--- src/rtl/stage_sequencer_pkg.sv ---
// -----------------------------------------------------------------------------
// stage_pkg
// Shared types and helpers for the display stage sequencer.
//   stage_t      : stage encoding, also exported on o_stage.
//   count_width  : width of a frame counter that must hold values up to the
//                  largest of the three frame limits.
// -----------------------------------------------------------------------------
package stage_pkg;

  typedef enum logic [2:0] {
    ST_MENU = 3'd0,
    ST_WAIT = 3'd1,
    ST_FADE = 3'd2,
    ST_PLAY = 3'd3,
    ST_OVER = 3'd4
  } stage_t;

  // Bits needed to count up to the largest of three frame limits, inclusive.
  function automatic int count_width(input int a, input int b, input int c);
    int m;
    m = a;
    if (b > m) m = b;
    if (c > m) m = c;
    return $clog2(m + 1);
  endfunction

endpackage

--- src/rtl/stage_sequencer_frame_tick_counter.sv ---
// -----------------------------------------------------------------------------
// frame_tick_counter
// Counts frame pulses and flags the pulse that lands on the last frame of a
// window of 'terminal' frames.
//   i_clk_pix : pixel clock
//   i_rst     : asynchronous reset, active-high
//   clear     : synchronous clear, wins over counting
//   i_frame   : one-cycle frame pulse
//   terminal  : window length in frames (>= 1)
//   count     : frames counted since the last clear
//   expire    : high in the cycle where i_frame arrives with count = terminal-1
//               (combinational, consumed only by registered logic)
// -----------------------------------------------------------------------------
module frame_tick_counter
  import stage_pkg::*;
#(
  parameter int W = 8
) (
  input  logic         i_clk_pix,
  input  logic         i_rst,
  input  logic         clear,
  input  logic         i_frame,
  input  logic [W-1:0] terminal,
  output logic [W-1:0] count,
  output logic         expire
);

  logic [W-1:0] count_reg;

  always_ff @(posedge i_clk_pix or posedge i_rst) begin
    if (i_rst) begin
      count_reg <= '0;
    end else if (clear) begin
      count_reg <= '0;
    end else if (i_frame) begin
      count_reg <= count_reg + W'(1);
    end
  end

  assign count  = count_reg;
  assign expire = i_frame && (count_reg == (terminal - W'(1)));

endmodule

--- src/rtl/stage_sequencer.sv ---
// -----------------------------------------------------------------------------
// stage_sequencer
// Frame-synchronous controller for the game display stages:
// MENU -> WAIT (start handshake) -> FADE (menu fade-out) -> PLAY -> OVER -> MENU,
// with WAIT falling back to MENU if the main game never reports ready.
// Layer ownership only moves on a frame pulse so the screen never tears.
//   i_clk_pix     : pixel clock
//   i_rst         : asynchronous reset, active-high
//   i_frame       : one-cycle pulse at start of each frame
//   i_start_req   : menu request to start (pulse or level), honoured in MENU only
//   i_main_ready  : main game loaded (level)
//   i_main_done   : main game over (pulse), honoured in PLAY only
//   o_main_start  : start handshake, high for all of WAIT
//   o_menu_active : menu layer owns the pixel mux
//   o_main_active : main layer owns the pixel mux
//   o_stage       : current stage_t encoding
//   o_fade_level  : frames elapsed in FADE, 0 elsewhere
//   o_timeout     : one-cycle pulse when the ready wait is abandoned
// -----------------------------------------------------------------------------
module stage_sequencer
  import stage_pkg::*;
#(
  parameter int FADE_FRAMES   = 16,
  parameter int HOLD_FRAMES   = 120,
  parameter int READY_TIMEOUT = 255
) (
  input  logic                               i_clk_pix,
  input  logic                               i_rst,
  input  logic                               i_frame,
  input  logic                               i_start_req,
  input  logic                               i_main_ready,
  input  logic                               i_main_done,
  output logic                               o_main_start,
  output logic                               o_menu_active,
  output logic                               o_main_active,
  output logic [2:0]                         o_stage,
  output logic [$clog2(FADE_FRAMES+1)-1:0]   o_fade_level,
  output logic                               o_timeout
);

  localparam int CW = count_width(FADE_FRAMES, HOLD_FRAMES, READY_TIMEOUT);
  localparam int FW = $clog2(FADE_FRAMES + 1);

  stage_t        state_reg;
  logic          menu_active_reg;
  logic          main_active_reg;
  logic          main_start_reg;
  logic          timeout_reg;
  logic          done_pending_reg;

  logic          cnt_clear;
  logic [CW-1:0] cnt_terminal;
  logic [CW-1:0] cnt_value;
  logic          cnt_expire;

  // One counter serves WAIT, FADE and OVER. It is held at zero in MENU and
  // PLAY and cleared on the edge that leaves a counting stage, so every
  // counting stage starts from zero and the count can never wrap.
  always_comb begin
    cnt_terminal = CW'(READY_TIMEOUT);
    cnt_clear    = 1'b1;
    case (state_reg)
      ST_WAIT: begin
        cnt_terminal = CW'(READY_TIMEOUT);
        cnt_clear    = i_main_ready || cnt_expire;
      end
      ST_FADE: begin
        cnt_terminal = CW'(FADE_FRAMES);
        cnt_clear    = cnt_expire;
      end
      ST_OVER: begin
        cnt_terminal = CW'(HOLD_FRAMES);
        cnt_clear    = cnt_expire;
      end
      default: begin
        cnt_terminal = CW'(READY_TIMEOUT);
        cnt_clear    = 1'b1;
      end
    endcase
  end

  frame_tick_counter #(
    .W (CW)
  ) u_frame_cnt (
    .i_clk_pix (i_clk_pix),
    .i_rst     (i_rst),
    .clear     (cnt_clear),
    .i_frame   (i_frame),
    .terminal  (cnt_terminal),
    .count     (cnt_value),
    .expire    (cnt_expire)
  );

  always_ff @(posedge i_clk_pix or posedge i_rst) begin
    if (i_rst) begin
      state_reg        <= ST_MENU;
      menu_active_reg  <= 1'b1;
      main_active_reg  <= 1'b0;
      main_start_reg   <= 1'b0;
      timeout_reg      <= 1'b0;
      done_pending_reg <= 1'b0;
    end else begin
      timeout_reg <= 1'b0;
      case (state_reg)
        ST_MENU: begin
          if (i_start_req) begin
            state_reg      <= ST_WAIT;
            main_start_reg <= 1'b1;
          end
        end
        ST_WAIT: begin
          // Ready takes priority over a timeout landing on the same edge.
          if (i_main_ready) begin
            state_reg      <= ST_FADE;
            main_start_reg <= 1'b0;
          end else if (cnt_expire) begin
            state_reg      <= ST_MENU;
            main_start_reg <= 1'b0;
            timeout_reg    <= 1'b1;
          end
        end
        ST_FADE: begin
          if (cnt_expire) begin
            state_reg       <= ST_PLAY;
            menu_active_reg <= 1'b0;
            main_active_reg <= 1'b1;
          end
        end
        ST_PLAY: begin
          // A done pulse coinciding with the frame pulse ends play at once;
          // otherwise it is remembered until the next frame boundary.
          if (i_frame && (i_main_done || done_pending_reg)) begin
            state_reg        <= ST_OVER;
            done_pending_reg <= 1'b0;
          end else if (i_main_done) begin
            done_pending_reg <= 1'b1;
          end
        end
        ST_OVER: begin
          if (cnt_expire) begin
            state_reg       <= ST_MENU;
            main_active_reg <= 1'b0;
            menu_active_reg <= 1'b1;
          end
        end
        default: begin
          state_reg        <= ST_MENU;
          menu_active_reg  <= 1'b1;
          main_active_reg  <= 1'b0;
          main_start_reg   <= 1'b0;
          done_pending_reg <= 1'b0;
        end
      endcase
    end
  end

  assign o_stage       = state_reg;
  assign o_menu_active = menu_active_reg;
  assign o_main_active = main_active_reg;
  assign o_main_start  = main_start_reg;
  assign o_timeout     = timeout_reg;
  // Derived from registers only; the count is zero on FADE entry.
  assign o_fade_level  = (state_reg == ST_FADE) ? FW'(cnt_value) : '0;

endmodule

--- config.mk ---
export PLATFORM = sky130hd
export DESIGN_NAME = stage_sequencer
export DESIGN_NICKNAME = d
export VERILOG_FILES = /design/src/rtl/stage_sequencer_pkg.sv /design/src/rtl/stage_sequencer_frame_tick_counter.sv /design/src/rtl/stage_sequencer.sv
export SDC_FILE = /design/constraint.sdc
export NUM_CORES = 1
export LEC_CHECK = 0
export ABC_AREA = 1
export CORE_MARGIN = 2
export CORE_UTILIZATION = 51
export DETAILED_ROUTE_END_ITERATION = 10
export PLACE_DENSITY = 0.77
export SLEW_MARGIN = 20
export SYNTH_ARGS = -nofsm -noshare
export SYNTH_HDL_FRONTEND = slang
export SYNTH_SLANG_ARGS = --single-unit
--- constraint.sdc ---
create_clock -name i_clk_pix -period 1.7 [get_ports i_clk_pix]
set_input_delay 0.34 -clock i_clk_pix [delete_from_list [all_inputs] [get_ports i_clk_pix]]
set_output_delay 0.34 -clock i_clk_pix [all_outputs]
set_load 0.05 [all_outputs]
# --- Yosys cells after proc, flatten, opt, wreduce, memory -nomap -nowiden ---
# Cells that the tools add are included.
op_classes:
  n_reduce_logical: 14
  bitwise: 3
  add_sub_neg: 2
  muxes: 24
  eq_ne: 11
op_table:
  columns: ["cell", "count"]
  rows:
  - ["two-way mux 8 bit", 2]
  - ["one-hot mux 8 bit (2 select lines)", 1]
  - ["two-way mux 3 bit", 5]
  - ["one-hot mux 3 bit (5 select lines)", 1]
  - ["two-way mux 1 bit", 9]
  - ["one-hot mux 1 bit (3 select lines)", 3]
  - ["AND reduction 3 bit", 3]
  - ["adder 8 x 1 -> 8 bit, second input constant", 1]
  - ["equality test 8 bit", 1]
  - ["!= test 2 bit, second input constant", 4]
  - ["subtractor 8 x 1 -> 8 bit, second input constant", 1]
  - ["equality test 3 x 2 -> 1 bit, second input constant", 2]
  - ["!= test 3 bit, second input constant", 2]
  - ["OR reduction 3 bit", 2]
  - ["two-way mux 5 bit", 1]
  - ["one-hot mux 1 bit (2 select lines)", 2]
  - ["OR reduction 4 bit", 1]
  - ["equality test 3 x 1 -> 1 bit, second input constant", 1]
  - ["equality test 3 bit, second input constant", 1]
  - ["zero test 3 bit", 1]
  - ["inverter 1 bit", 3]
  - ["logical AND 1 bit", 2]
  - ["logical OR 1 bit", 2]
  - ["AND reduction 2 bit", 1]
  - ["2 further kinds", 2]
word_totals:
  wordCells: 61
  input_bits: 6
  out_inout_bits: 12
  register_bits: 16

# --- Longest topological paths before layout ---
# Gate-level depths: netlist (run 1).
depth:
  ltp_word: 8
  mapped_depth: 11
  depth_no_buf: 11

# --- Cells and area by module ---
# A second synthesis (run 1) with hierarchy kept.
hier_totals:
  cells_unflattened: 185
  area_unflattened_um2: 1221.2
modules_own_cells:
  columns: ["module", "seq_area_each_um2", "cells_each", "instances", "area_per_inst_um2"]
  rows:
  - ["frame_tick_counter", 200.2, 111, 1, 703.2]
  - ["stage_sequencer", 201.4, 74, 1, 518.0]

# --- Worst setup path before layout (run 1) ---
# No wires, ideal clock.
synth_timing:
  path_kind: "register -> register"
  startpoint: "register state_reg[1], in the netlist o_stage[1]"
  endpoint: "register u_frame_cnt.count_reg[6], in the netlist u_frame_cnt.count[6]"
  period_less_slack_ps: 2270
  n_path_buf: 0
  setup_time_ps: 65
  slack_ps: -570
  stages_incl_launch_ff: 9
  arrival_ps: 2206
  required_ps: 1635
  path_cell_list: "dfrtp_1 -> nand3_2 -> nor2_1 -> a21oi_2 -> nand3_4 -> nand2_4 -> nor2_4 -> nand2_1 -> nand2_1"
synth_via:
  elab_chain_cells: 8
  elab_cells_between_ends: 12
  classes_between: "add/sub: 1; eq/ne: 4; mux: 3; reduce/logical: 4"
synth_lines:
  columns: ["element", "line_no", "rtl"]
  rows:
  - ["start, declared", "stage_sequencer.sv:44", "stage_t state_reg;"]
  - ["start signal, assigned", "stage_sequencer.sv:96", "state_reg <= ST_MENU;"]
  - ["start signal, assigned", "stage_sequencer.sv:107", "state_reg <= ST_WAIT;"]
  - ["start signal, assigned", "stage_sequencer.sv:114", "state_reg <= ST_FADE;"]
  - ["equality test 3 bit or equality test 3 x 2 -> 1 bit (tied branches)", "stage_sequencer.sv:62", "case (state_reg)"]
  - ["one-hot mux 8 bit (2 select lines)", "stage_sequencer.sv:62", null]
  - ["subtractor 8 x 1 -> 8 bit", "stage_sequencer_frame_tick_counter.sv:41", "assign expire = i_frame && (count_reg == (terminal - W'(1)));"]
  - ["equality test 8 bit", "stage_sequencer_frame_tick_counter.sv:41", null]
  - ["logical AND 1 bit", "stage_sequencer_frame_tick_counter.sv:41", null]
  - ["logical OR 1 bit", "stage_sequencer.sv:65", "cnt_clear = i_main_ready || cnt_expire;"]
  - ["one-hot mux 1 bit (2 select lines) *", "stage_sequencer.sv:62", null]
  - ["two-way mux 8 bit or nonzero test 2 bit (tied branches)", null, null]
  - ["end signal, assigned", "stage_sequencer_frame_tick_counter.sv:36", "count_reg <= count_reg + W'(1);"]
  - ["end, declared", "stage_sequencer_frame_tick_counter.sv:28", "logic [W-1:0] count_reg;"]
# Every way passes the cells marked *; elsewhere a longest branch is shown, timed or not.
# A chain may end at the register's enable or synchronous reset.

# --- Final worst setup path (run 1) ---
layout_timing:
  startpoint: "register state_reg[0], in the netlist o_stage[0]"
  endpoint: "output o_fade_level[4]"
layout_via:
  elab_chain_cells: 2
layout_lines:
  columns: ["element", "line_no", "rtl"]
  rows:
  - ["equality test 3 x 2 -> 1 bit", "stage_sequencer.sv:163", "assign o_fade_level = (state_reg == ST_FADE) ? FW'(cnt_value) : '0;"]
  - ["two-way mux 5 bit", "stage_sequencer.sv:163", null]
  - ["end, declared", "stage_sequencer.sv:37", "output logic [$clog2(FADE_FRAMES+1)-1:0] o_fade_level,"]
# Every way passes these cells.

==> results of run 1 <==
## per-stage QoR
| step | utilization [%] | hold WS [ps] | worst slack [ps] |
|---|---|---|---|
| 2_1_floorplan | - | 253 | -9.63 |
| 3_3_place_gp | 70.9 | 457 | -15.8 |
| 3_5_place_dp | 70.9 | 466 | -33.1 |
| 4_1_cts | 74.1 | 347 | -7.53 |
| 5_1_grt | 75.4 | 379 | -63.2 |
| 6_report | 75.4 | 345 | -15.9 |
## cell families after synthesis
kind of cell	count (synthesis)
xor+xnor	6
compound gates	10
flops	16
buf+inv	24
fa+ha+maj	1
simple gates	87
## cell usage in the layout, fill, tap and decap left out, types with 5 or more instances in the layout
cell / n
a21oi_1: 5
buf_12: 7
buf_4: 15
clkdlybuf4s50_1: 5
dfrtp_1: 12
inv_1: 18
nand2_1: 33
nand2_2: 5
nand3_1: 8
nor2_1: 17
nor2_4: 8
xor2_1: 6
## worst paths after layout
path                                              to  cells past startpoint
worst min register to register          o_main_start                      2
worst max register to register            o_stage[0]                     11
max in group asynchronous              o_menu_active                      3
worst max-delay path                 o_fade_level[4]                      5
worst min-delay path            u_frame_cnt.count[0]                      3
min in group i_clk_pix                  o_main_start                      2
## per-layer routing
layer | wire length (um) | global-route usage, %
met5 | 0 | 0
met4 | 31 | 6.94
met3 | 157 | 5.15
met2 | 1320 | 38.3
met1 | 1080 | 32.1
## cell type report
cell class	instances	area, um^2
clock buffers	4	36.3
fillers	171	482
inverters	22	85.1
multi-input cells	104	606
flip-flops and latches	16	405
well taps	27	33.8
repair buffers	28	314
## timing repair
| item | CTS | global route |
|---|---|---|
| setup buffers | 2 | 0 |
| resized for setup | 2 | 6 |
| endpoints found under the hold margin | 0 | 0 |
| cloned | 0 | 0 |
| pin swaps | 1 | 1 |
| endpoints found under the setup margin | 5 | 17 |
## worst max-delay path, stage by stage, from the launching register on
cell,delay (ps)
dfrtp_2,460
inv_2,100
nand3_4,90
buf_4,170
nor2_4,120
buf_12,150
## power by group through the flow
| stage | Combinational (mW) | Sequential [mW] | Clock, mW |
|---|---|---|---|
| finish | 1.42 | 0.556 | 0.260 |
| floorplan | 0.702 | 0.708 | 0 |
| global route | 1.53 | 0.565 | 0.288 |
| detailed placement | 1.27 | 0.547 | 0 |
| global placement | 1.25 | 0.541 | 0 |
| CTS | 1.36 | 0.543 | 0.266 |
==> flow_summary_export.csv, run 1 <==
group,metric,value,unit
synthesis,yosys-top-cells-count,"nand2_1, nor2_1, inv_1, dfrtp_1, nand3_1",
critical_path,reg2reg_from,"o_stage[0]",
clocking,cts_buffers,3,
global_routing,grt_pass1_wl,4330,um
drt,via_per_inst,5.07,
power,comb_power_share,63.5,%
sta,tightest_slew,222,ps
clocking,cts_max_path_buffers,2,
synthesis,synth_edf_count,0,
sta,fin_setup_tns,-15.9,ps
critical_path,startpoint_type,"flop",
critical_path,critical_path_class,"flop to output pin",
synthesis,async_flop_share,100,%
final_layout,finalNonFillerCells,201,
placement,gp_congestion,0.928,
global_routing,grt_overflow,0,
synthesis,synthMuxAreaShare,0,%
synthesis,yosysTopAreaCellShare,35.5,%
drt,drcViolationCount,0,
clocking,cts_root_buf,"clkbuf_4",
global_routing,grt_use_total,23.7,%
drt,drt-total-wl,2590,um
synthesis,yosysSeqAreaShare,38.0,%
synthesis,synth_ff_type,"dfrtp_1",
clocking,clock_latency,290,ps
sta,max_slew_margin,85.0,%
critical_path,cp_data_required_time,1360,ps
synthesis,synth_top_family_by_area,"simple AND/OR/NAND/NOR gates",
placement,place_area,0.00139,mm^2
sta,rsz0062_at_grt,"yes",
drt,drt-pass1-iter-count,5,
synthesis,synth.distinct_cells,27,
final_layout,nNetsFinal,182,
placement,port_buffers,17,
final_layout,largest_register_ffs,8,
critical_path,cp_data_arrival_time,1380,ps
global_routing,antenna_found_initial,0,
power,p_int,1.13,mW
critical_path,r2r_slack,50,ps
floorplan,core-area,0.00196,mm^2
sta,final_hold_viol_count,0,
critical_path,startpoint,"o_stage[0]",
floorplan,die_h,49.5,um
floorplan,dieArea,0.00245,mm^2
clocking,cts.sinks,16,
power,power_frac_seq,24.9,%
sta,worst_clock_skew,1.52,ps
synthesis,synth_warnings,0,
sta,worst_slack,-15.9,ps
drt,num_vias,1020,
power,p_switching,1.11,mW
synthesis,synth.avg_cell_area,7.33,um^2
sta,period_minus_slack,1720,ps
sta,fmax,583,MHz
power,pwr-share-clk,11.6,%
synthesis,yosysMostFrequentCell,"nand2_1",
placement,place_hpwl,1920,um
sta,setup_viol,1,
clocking,cts.clk_slew.worst_paths,100,ps
critical_path,crit_fanout,4,
final_layout,finalInstanceArea,0.00148,mm^2
drt,routed_wire_length_per_instance,12.9,um
synthesis,synth_area_leader_cell,"dfrtp_1",
synthesis,synthAdderAreaFrac,1.18,%
synthesis,ys_top_cells_by_area,"dfrtp_1, nand2_1, nor2_1",
power,vdd_drop_max,0.00126,V
synthesis,synth_xor_area_share,4.98,%
clocking,tritoncts,"yes",
floorplan,die_x,49.5,um
job,maxCapViolCount,0,
critical_path,endpoint_kind,"output pin",
drt,drt_iter0_markers,35,
floorplan,ios,18,
floorplan,rows,16,
synthesis,ys_seq_elements,16,
global_routing,first_global_vias,969,
final_layout,antenna_cells,0,
synthesis,syn_area,0.00106,mm^2
sta,slew_viol_final,0,
sta,fin_crit_sh,101,%
clocking,cts_hold_buf,0,
final_layout,area_delta_synth_final,40.2,%
synthesis,netlist_instances,144,
synthesis,synth_compound_area_share,5.69,%
global_routing,grt_max_degree,17,
power,power.density,1510,mW/mm^2
synthesis,syn-num-nets,151,
power,finalPower,2.24,mW
worst_hold_path,hold_path_class,"input pin to asynchronous set/reset pin",
power,swShare,49.6,%
status,violations,"negative setup slack",
placement,dp_cells,195,
power,p_leak,0.704,nW
drt,ant_nets,0,
floorplan,start_util,53.8,%
final_layout,drive_gt1_share,32.2,%
clocking,htree_levels,1,
synthesis,synth_simple_gate_area_share,40.5,%
status,status,"finished with violations",
No activity file was read; power rests on OpenSTA's default activity.
==> run 2: changes to the inputs <==
CORE_ASPECT_RATIO = 0.7   (was default)
CORE_UTILIZATION = 35   (was 51)
PLACE_DENSITY = default   (was 0.77)
==> flow_summary_export.csv, run 2 (synthesized netlist as in run 1, its figures left out) <==
group,metric,value,unit
final_layout,most-common-layout-cells,"nand2_1, inv_1, buf_4",
power,comb_power_share,63.3,%
global_routing,grt_overflow,0,
critical_path,critical_path_class,"flop to output pin",
floorplan,ios,18,
final_layout,layout_commonest_cell,"nand2_1",
job,maxCapViolCount,0,
drt,drt-pass1-iter-count,4,
global_routing,grt_use_total,16.8,%
global_routing,first_global_vias,976,
placement,place_hpwl,2100,um
clocking,clock_latency,250,ps
floorplan,rows,16,
global_routing,antenna_found_initial,0,
power,pwr-share-clk,14.0,%
critical_path,startpoint_type,"flop",
clocking,tritoncts,"yes",
critical_path,endpoint_kind,"output pin",
sta,tightest_slew,279,ps
power,power_frac_seq,22.7,%
floorplan,core-area,0.00284,mm^2
critical_path,reg2regPathDepth,10,
final_layout,finalInstanceArea,0.00160,mm^2
clocking,htree_levels,1,
sta,rsz0062_at_grt,"yes",
critical_path,r2r_slack,80,ps
global_routing,use_met2,26.3,%
floorplan,dieArea,0.00348,mm^2
sta,worst_clock_skew,4.39,ps
final_layout,nNetsFinal,187,
drt,drt_iter0_markers,46,
sta,slew_viol_final,0,
final_layout,area_delta_synth_final,51.4,%
global_routing,grt_max_degree,12,
placement,port_buffers,17,
clocking,cts_root_buf,"clkbuf_8",
drt,num_vias,1015,
sta,fin_setup_tns,0,ps
sta,period_minus_slack,1690,ps
drt,via_per_inst,4.72,
global_routing,use_met3,4.29,%
power,swShare,47.1,%
sta,final_hold_viol_count,0,
critical_path,cp_data_arrival_time,1350,ps
sta,fmax,591,MHz
final_layout,num-fill-cells,264,
drt,drcViolationCount,0,
clocking,cts.clk_slew.worst_paths,70,ps
drt,ant_nets,0,
clocking,cts_buffers,3,
global_routing,grt_pass1_wl,4600,um
sta,fin_crit_sh,99.6,%
worst_hold_path,hold_path_class,"input pin to asynchronous set/reset pin",
final_layout,drive_gt1_share,36.9,%
power,p_switching,1.18,mW
sta,setup_viol,0,
final_layout,antenna_cells,0,
final_layout,fin_util,56.3,%
sta,max_slew_margin,81.4,%
power,p_int,1.32,mW
clocking,cts.sinks,16,
drt,routed_wire_length_per_instance,12.7,um
placement,gp_congestion,0.832,
floorplan,die_x,69.7,um
sta,whs,317,ps
drt,drt-total-wl,2720,um
status,status,"complete, no violations",
global_routing,grt-busiest-layer,"met2",
clocking,cts_max_path_buffers,2,
placement,place_area,0.00143,mm^2
power,power.density,1560,mW/mm^2
clocking,cts_hold_buf,0,
floorplan,start_util,37.1,%
global_routing,met1_usage,24.3,%
floorplan,die_h,50.0,um
critical_path,crit_fanout,5,
power,vdd_drop_max,0.000616,V
power,p_leak,0.757,nW
final_layout,largest_register_ffs,8,
critical_path,cp_data_required_time,1360,ps
-- run 2: changes by cell type in the layout (fill, tap and decap cells not counted), sizes merged --
cell	previous run	this run
buf	23	28
-- run 2: routing by layer --
layer / routed length, um / part of all wire (%)
met5: 0 / 0
met4: 8 / 0.29
met3: 141 / 5.2
met2: 1210 / 44
met1: 1360 / 50
-- run 2: metrics by stage --
step           setup slack [ps]  total power [mW]  std cells
2_1_floorplan             -9.63              1.41        144
3_3_place_gp              -35.5              1.83        206
3_5_place_dp              -59.4              1.85        206
4_1_cts                   -12.7              2.33        212
5_1_grt                   -53.5              2.67        215
6_report                   6.79              2.50        215
-- run 2: final cells by class --
class	count	area (um^2)	share of cell area [%]
timing repair buffer	33	377	23.6
inverter	22	87.6	5.48
clock buffer	4	55.1	3.44
multi-input combinational	104	628	39.3
sequential	16	407	25.4
tap	36	45.0	2.82
-- run 2: final timing paths --
path	from	endpoint
max	o_stage[0]	o_fade_level[0]
min	i_rst	o_timeout
max reg2reg	o_stage[0]	u_frame_cnt.count[0]
min reg2reg	o_main_start	o_main_start
max in group asynchronous	i_rst	o_menu_active
min in group i_clk_pix	o_main_start	o_main_start
-- run 2: power by group through the flow --
stage	Clock, mW	Sequential (mW)	Combinational (mW)
6_report	0.349	0.567	1.58
5_1_grt	0.371	0.581	1.72
4_1_cts	0.353	0.549	1.43
3_5_place_dp	0	0.552	1.30
3_3_place_gp	0	0.546	1.28
2_1_floorplan	0	0.708	0.702
-- run 2: worst max-delay path: stages (launching register included) --
cell	delay, ps
dfrtp_2	460
inv_4	90
nand3_4	110
buf_4	190
nor2_4	100
buf_12	140
-- run 2: repair_timing --
action                     CTS  global route
buffers inserted             2             3
setup endpoints to repair    5            19
resized for setup            2            14
pin swaps                    0             8
==> run 3: changes to the inputs <==
GPL_ROUTABILITY_DRIVEN = 0   (was default)
==> results of run 3 <==
No change in the layout: final DEF, timing and power equal those of run 2.
